**config.mk**
```make
export PLATFORM = sky130hd
export DESIGN_NAME = wb_port_arbiter
export DESIGN_NICKNAME = d
export VERILOG_FILES = /design/src/rtl/wb_port_arbiter.sv
export SDC_FILE = /design/constraint.sdc
export NUM_CORES = 1
export LEC_CHECK = 0
export BUFFER_PORTS_ARGS = -buffer_cell sky130_fd_sc_hd__clkbuf_2
export CELL_PAD_IN_SITES_DETAIL_PLACEMENT = 1
export CELL_PAD_IN_SITES_GLOBAL_PLACEMENT = 1
export CORE_ASPECT_RATIO = 0.75
export CORE_MARGIN = 3
export CORE_UTILIZATION = 47
export CTS_BUF_LIST = sky130_fd_sc_hd__clkbuf_8 sky130_fd_sc_hd__clkbuf_16
export DETAILED_ROUTE_END_ITERATION = 10
export GPL_ROUTABILITY_DRIVEN = 1
export PLACE_DENSITY = 0.87
export SYNTH_ARGS = -nofsm -noshare
export SYNTH_HDL_FRONTEND = slang
export SYNTH_SLANG_ARGS = --single-unit
```
**constraint.sdc**
```tcl
create_clock -name clk -period 11.89 [get_ports clk]
set_input_delay 1.7835 -clock clk [delete_from_list [all_inputs] [get_ports clk]]
set_output_delay 1.7835 -clock clk [all_outputs]
set_load 0.01 [all_outputs]
```
**src/rtl/wb_port_arbiter.sv**
```systemverilog
`default_nettype none
// ============================================================================
// Module      : wb_port_arbiter
// Description : Shares the register-file write port between the pipeline WB
//               stage and one long-latency unit. The pipeline always wins;
//               unit results wait in a small FIFO and drain into idle WB
//               slots. A starvation counter asks the pipeline for a bubble
//               so queued results always retire. Queued entries overwritten
//               by a younger pipeline write to the same register are killed
//               and retire silently, which keeps WAW order intact.
// Revision    : 1.0  initial release
// ============================================================================
module wb_port_arbiter #(
    parameter int DEPTH        = 2,
    parameter int STARVE_LIMIT = 4
) (
    input  logic        clk,
    input  logic        rst,
    input  logic        RegWrite_wb,
    input  logic [4:0]  WriteReg_wb,
    input  logic [31:0] RegWriteData_wb,
    input  logic        McValid,
    input  logic [4:0]  McReg,
    input  logic [31:0] McData,
    output logic        McReady,
    output logic        StallReq_wb,
    output logic        RF_We,
    output logic [4:0]  RF_Addr,
    output logic [31:0] RF_Data
);

    localparam int c_PTR_W    = (DEPTH > 1) ? $clog2(DEPTH) : 1;
    localparam int c_CNT_W    = $clog2(DEPTH + 1);
    localparam int c_STARVE_W = $clog2(STARVE_LIMIT + 1);

    localparam logic [c_CNT_W-1:0]    c_FULL_CNT  = c_CNT_W'(DEPTH);
    localparam logic [c_STARVE_W-1:0] c_STARVE_LIM = c_STARVE_W'(STARVE_LIMIT);
    localparam logic [c_PTR_W-1:0]    c_PTR_ONE   = c_PTR_W'(1);
    localparam logic [c_CNT_W-1:0]    c_CNT_ONE   = c_CNT_W'(1);
    localparam logic [c_STARVE_W-1:0] c_STARVE_ONE = c_STARVE_W'(1);

    // Pending-result storage: one slot per entry plus valid / kill flags.
    logic [DEPTH-1:0]      r_valid;
    logic [DEPTH-1:0]      r_kill;
    logic [4:0]            r_regQ  [DEPTH];
    logic [31:0]           r_dataQ [DEPTH];
    logic [c_PTR_W-1:0]    r_head;
    logic [c_PTR_W-1:0]    r_tail;
    logic [c_CNT_W-1:0]    r_count;

    // Starvation tracking and registered outputs.
    logic [c_STARVE_W-1:0] r_starve;
    logic                  r_stall;
    logic                  r_rfWe;
    logic [4:0]            r_rfAddr;
    logic [31:0]           r_rfData;

    // Per-cycle decisions.
    logic                  w_busy;
    logic                  w_full;
    logic                  w_push;
    logic                  w_headExists;
    logic                  w_headKilled;
    logic                  w_headLive;
    logic                  w_pop;
    logic                  w_popWrite;
    logic                  w_headKillNext;
    logic [DEPTH-1:0]      w_killMask;
    logic [c_STARVE_W-1:0] w_starveInc;

    // A write to $0 is architecturally a no-op, so it never occupies the slot.
    assign w_busy       = RegWrite_wb && (WriteReg_wb != 5'd0);
    assign w_full       = (r_count == c_FULL_CNT);
    assign w_push       = McValid && !w_full;
    assign w_headExists = (r_count != '0);
    assign w_headKilled = r_kill[r_head];
    assign w_headLive   = w_headExists && !w_headKilled;

    // Killed heads carry no data, so they may leave even while the slot is busy.
    assign w_pop        = w_headExists && (!w_busy || w_headKilled);
    assign w_popWrite   = w_pop && w_headLive && (r_regQ[r_head] != 5'd0);

    // Every queued entry targeting the pipeline's register is older and now dead.
    for (genvar gi = 0; gi < DEPTH; gi++) begin : g_killMask
        assign w_killMask[gi] = w_busy && r_valid[gi] && (r_regQ[gi] == WriteReg_wb);
    end

    assign w_headKillNext = w_headKilled | w_killMask[r_head];

    // Saturating increment so the counter parks at the limit.
    assign w_starveInc = (r_starve == c_STARVE_LIM) ? r_starve : (r_starve + c_STARVE_ONE);

    // FIFO bookkeeping: kill marking, pop of the head, push at the tail.
    always_ff @(posedge clk) begin
        if (rst) begin
            r_valid <= '0;
            r_kill  <= '0;
            r_head  <= '0;
            r_tail  <= '0;
            r_count <= '0;
            for (int i = 0; i < DEPTH; i++) begin
                r_regQ[i]  <= '0;
                r_dataQ[i] <= '0;
            end
        end else begin
            r_kill <= r_kill | w_killMask;

            if (w_pop) begin
                r_valid[r_head] <= 1'b0;
                r_kill[r_head]  <= 1'b0;
                r_head          <= r_head + c_PTR_ONE;
            end

            // The pushed entry is younger than this cycle's pipeline write.
            if (w_push) begin
                r_valid[r_tail] <= 1'b1;
                r_kill[r_tail]  <= 1'b0;
                r_regQ[r_tail]  <= McReg;
                r_dataQ[r_tail] <= McData;
                r_tail          <= r_tail + c_PTR_ONE;
            end

            if (w_push && !w_pop) begin
                r_count <= r_count + c_CNT_ONE;
            end else if (!w_push && w_pop) begin
                r_count <= r_count - c_CNT_ONE;
            end
        end
    end

    // Count cycles a live head waits; request a bubble once the limit is hit.
    always_ff @(posedge clk) begin
        if (rst) begin
            r_starve <= '0;
            r_stall  <= 1'b0;
        end else if (w_pop) begin
            r_starve <= '0;
            r_stall  <= 1'b0;
        end else if (!w_headExists || w_headKillNext) begin
            r_starve <= '0;
        end else begin
            r_starve <= w_starveInc;
            if (w_starveInc == c_STARVE_LIM) begin
                r_stall <= 1'b1;
            end
        end
    end

    // Register-file port: pipeline first, then a live queued result.
    always_ff @(posedge clk) begin
        if (rst) begin
            r_rfWe   <= 1'b0;
            r_rfAddr <= '0;
            r_rfData <= '0;
        end else if (w_busy) begin
            r_rfWe   <= 1'b1;
            r_rfAddr <= WriteReg_wb;
            r_rfData <= RegWriteData_wb;
        end else if (w_popWrite) begin
            r_rfWe   <= 1'b1;
            r_rfAddr <= r_regQ[r_head];
            r_rfData <= r_dataQ[r_head];
        end else begin
            r_rfWe   <= 1'b0;
        end
    end

    assign McReady     = !w_full;
    assign StallReq_wb = r_stall;
    assign RF_We       = r_rfWe;
    assign RF_Addr     = r_rfAddr;
    assign RF_Data     = r_rfData;

endmodule
`default_nettype wire

```
==> summary.md <==
| Metric | Value |
|---|---|
| Post-synth top area share | `0.376` |
| Compound-Gate Fraction of Synth Area | `0.0794` |
| Via count | `4472` |
| Maximum VDD drop | `120 uV` |
| Largest cells by area after synthesis | `edfxtp_1, dfxtp_1, mux2i_1, and2_1, o211ai_1` |
| DRC violations left | `0` |
| Mapped cell area | `0.00591 sq mm` |
| Setup Viol. Count Final | `0` |
| Worst Clk Skew | `0.00743 ns` |
| Reg2reg setup slack | `9.30 ns` |
| Post-synthesis adder-cell area fraction | `0.00635` |
| Initial antenna violation count | `0` |
| FF+latch count, synth | `125` |
| Fmax | `244 MHz` |
| CP max FO | `38` |
| Final Max Tran Viols | `0` |
| Fraction of registers with async set/reset | `0` |
| RSZ-0062 raised after global routing | `no` |
| Worst r2r src | `r_regQ[1][3]$_SDFFCE_PN0P_` |
| Syn Nets | `601` |
| Die Ht | `103 um` |
| Clock tree root buffer cell | `clkbuf_16` |
| R2R depth | `4` |
| Clock sink count | `125` |
| DP HPWL | `10.2 mm` |
| Setup TNS Final | `0 ns` |
| Clock Pin Slew Worst Setup and Hold Paths | `0.06 ns` |
| Core Box Area | `0.0120 sq mm` |
| Hold path depth | `2` |
| Synth Instances | `520` |
| Nets@finish | `704` |
| Fin crit share | `0.345` |
| Post-synth top area cell | `edfxtp_1` |
| Final hold slack | `0.459 ns` |
| Hold Violations, Final | `0` |
| WHS Endpoint | `RF_Data[26]$_SDFFE_PP0P_` |
| GP Congestion | `0.848` |
| Crit end category | `flop` |
| Pleak | `2.92 nW` |
| Req. time, crit path | `12.18 ns` |
| Resized cells post-CTS | `0` |
| Antenna diode count | `0` |
| I/O Buffers | `117` |
| Max_slew headroom | `0.170` |
| Number of synthesized flops with an enable pin | `74` |
| Die area | `0.0140 sq mm` |
| CTS Buffer Depth | `2` |
| H-Tree Depth | `4` |
| CP startpoint | `WriteReg_wb[0]` |
| Starting Density | `0.494` |
| Tmin final | `4.10 ns` |
| Netlist cell types | `54` |
| Hold path startpoint | `RF_Data[26]$_SDFFE_PP0P_` |
| Max-Cap Viols | `0` |
| R2R Path End | `RF_Addr[1]$_SDFFE_PP0P_` |
| CP Launch Type | `input pin` |
| Vias in the first global route | `4753` |
| WL per Instance | `20.2 um` |
| Syn_area_per_cell | `11.4 sq um` |
| Synth Warn # | `0` |
| Total grt overflow | `0` |
| CTS tree | `built` |
| Combinational family with the most area after synthesis | `simple AND/OR/NAND/NOR gates` |
| DRT Wirelength | `16.1 mm` |
| Run status | `finished clean` |
| Drt first-iter violations | `291` |
| First-pass GRT wire length | `25.1 mm` |
| Site Rows | `34` |
| CTS Hold Bufs | `0` |
| Fin area | `0.00721 sq mm` |
| Pre-antenna DRT Iters | `4` |
| GRT Util Overall | `0.237` |
| Ys flop type | `edfxtp_1` |
| Proportion of layout cells with a drive suffix above 1 | `0.283` |
| Die Width | `135 um` |
| # IOs | `118` |
| Placed cell area | `0.00657 sq mm` |
| Clock latency on the worst-skew pair | `0.41 ns` |
| Vias per std cell | `5.60` |
| Post-Synth XOR/XNOR Area | `0.0193` |
| Least-Margin Pin Slew | `1.24 ns` |
| Final std cells w/o fill | `798` |
| WS Path Type | `input pin to flop` |
| Multiplexer share of the synthesized area | `0.126` |
| Pwr/cell area | `209 mW/mm^2` |
| Post-Place Cells | `766` |
| Setup bufs post-CTS | `0` |
| CP arrival | `4.39 ns` |
| HP Class | `flop to flop` |
| TritonCTS buffer count | `17` |
| Area grow syn2layout | `22.0%` |
| Largest net degree at the start of global routing | `70` |
| Post-Synth Simple-Gate Area | `0.176` |
| Routed Antenna Nets | `0` |
| Seq/Total Area, Yosys | `0.549` |
[synth_stat cells (3+ instances only)]
master	count
nor2b_1	3
and2_1	74
inv_1	6
clkbuf_1	21
nor2_1	11
edfxtp_1	74
buf_6	3
nor4_1	3
nor3_1	7
dfxtp_1	51
ha_1	3
a21oi_1	5
buf_2	13
nand2_1	39
mux2_2	7
mux2i_1	65
o211ai_1	34
nand3_1	37
xnor2_1	11
o21ai_0	5
buf_8	3
[layout make-up]
class                      count  area, sq um
fill                        1286         4750
sequential                   125         3240
multi-input combinational    346         2440
timing repair buffer         125          646
clock buffer                  20          489
tap                          162          203
clock inverter                12          154
inverter                       8         30.0
[logic make-up (layout without fill, tap and decap cells)]
| group | Yosys count | count (layout) |
|---|---|---|
| AOI/OAI and AO/OA | 65 | 65 |
| buffers and inverters | 49 | 165 |
| xor gates and xnor gates | 13 | 13 |
| muxes | 73 | 73 |
| DFF | 125 | 125 |
| adders and majority gates | 3 | 3 |
| and+or+nand+nor | 192 | 192 |
[critical path, cell delays in order]
cell and delay, ns:
clkbuf_2 0.18, or3_4 0.44, o21ai_2 0.12, buf_4 0.40
o21a_2 1.01, mux2_2 0.43
[layout by cell type, fill, tap and decap left out, types with 2 or more instances in the layout]
cell type	synthesis	final
a21oi_1	5	5
a22oi_1	2	2
a31o_2	2	2
a31oi_1	2	2
and2_1	74	74
and3_1	2	2
and3b_1	2	2
buf_4	1	8
bufinv_16	0	3
clkbuf_16	0	19
clkbuf_2	0	117
clkinv_2	0	2
clkinv_4	0	2
clkinvlp_4	0	2
dfxtp_1	51	50
edfxtp_1	74	74
ha_1	3	3
inv_1	6	6
inv_2	1	2
inv_6	0	2
mux2_2	7	7
mux2i_1	65	65
nand2_1	39	39
nand2b_1	2	2
nand3_1	37	37
nand4_1	2	2
nor2_1	11	11
nor2b_1	3	3
nor3_1	7	6
nor4_1	3	3
o211ai_1	34	34
o21ai_0	5	4
o21ai_2	1	2
o41ai_1	2	2
or3_1	2	2
xnor2_1	11	11
xor2_1	2	2
[power by group]
part | internal (mW) | total [mW] | switching [mW]
Combinational | 0.147 | 0.345 | 0.198
Clock | 0.361 | 0.561 | 0.200
Sequential | 0.551 | 0.598 | 0.0471
[stage by stage]
| stage | total power [mW] | worst slack, ns | utilization |
|---|---|---|---|
| final | 1.50 | 7.79 | 0.603 |
| after floorplan | 0.841 | 6.87 | - |
| after CTS | 1.51 | 7.79 | 0.603 |
| after detailed placement | 0.948 | 7.37 | 0.549 |
| after global placement | 0.924 | 7.48 | 0.549 |
| after global routing | 1.57 | 7.69 | 0.603 |
[per-layer routing]
layer  vias up  global-route usage  wire length [um]
met5         -                   0                 0
met2       143               0.415              8220
met1      2229               0.291              6710
li1       2080                   -                 -
met3        20              0.0541               992
met4         0              0.0875               196
[flip-flops by register name, summed over array words and instances (netlist names), named ones only]
signal / count
RF_Addr: 5
RF_Data: 32
RF_We: 1
StallReq_wb: 1
r_count: 2
r_dataQ: 64
r_head: 1
r_kill: 2
r_regQ: 10
r_starve: 3
r_tail: 1
r_valid: 2
[how the worst max path moves through the flow]
stage                                    to  slack (ns)  cells after the start
floorplan              r_kill[0]$_SDFF_PP0_        6.87                      3
global placement    RF_Addr[1]$_SDFFE_PP0P_        7.48                      6
detailed placement  RF_Addr[1]$_SDFFE_PP0P_        7.37                      6
CTS                 RF_Addr[1]$_SDFFE_PP0P_        7.79                      6
global route        RF_Addr[1]$_SDFFE_PP0P_        7.69                      6
finish              RF_Addr[1]$_SDFFE_PP0P_        7.79                      6
Power figures use the tool's default switching activity.
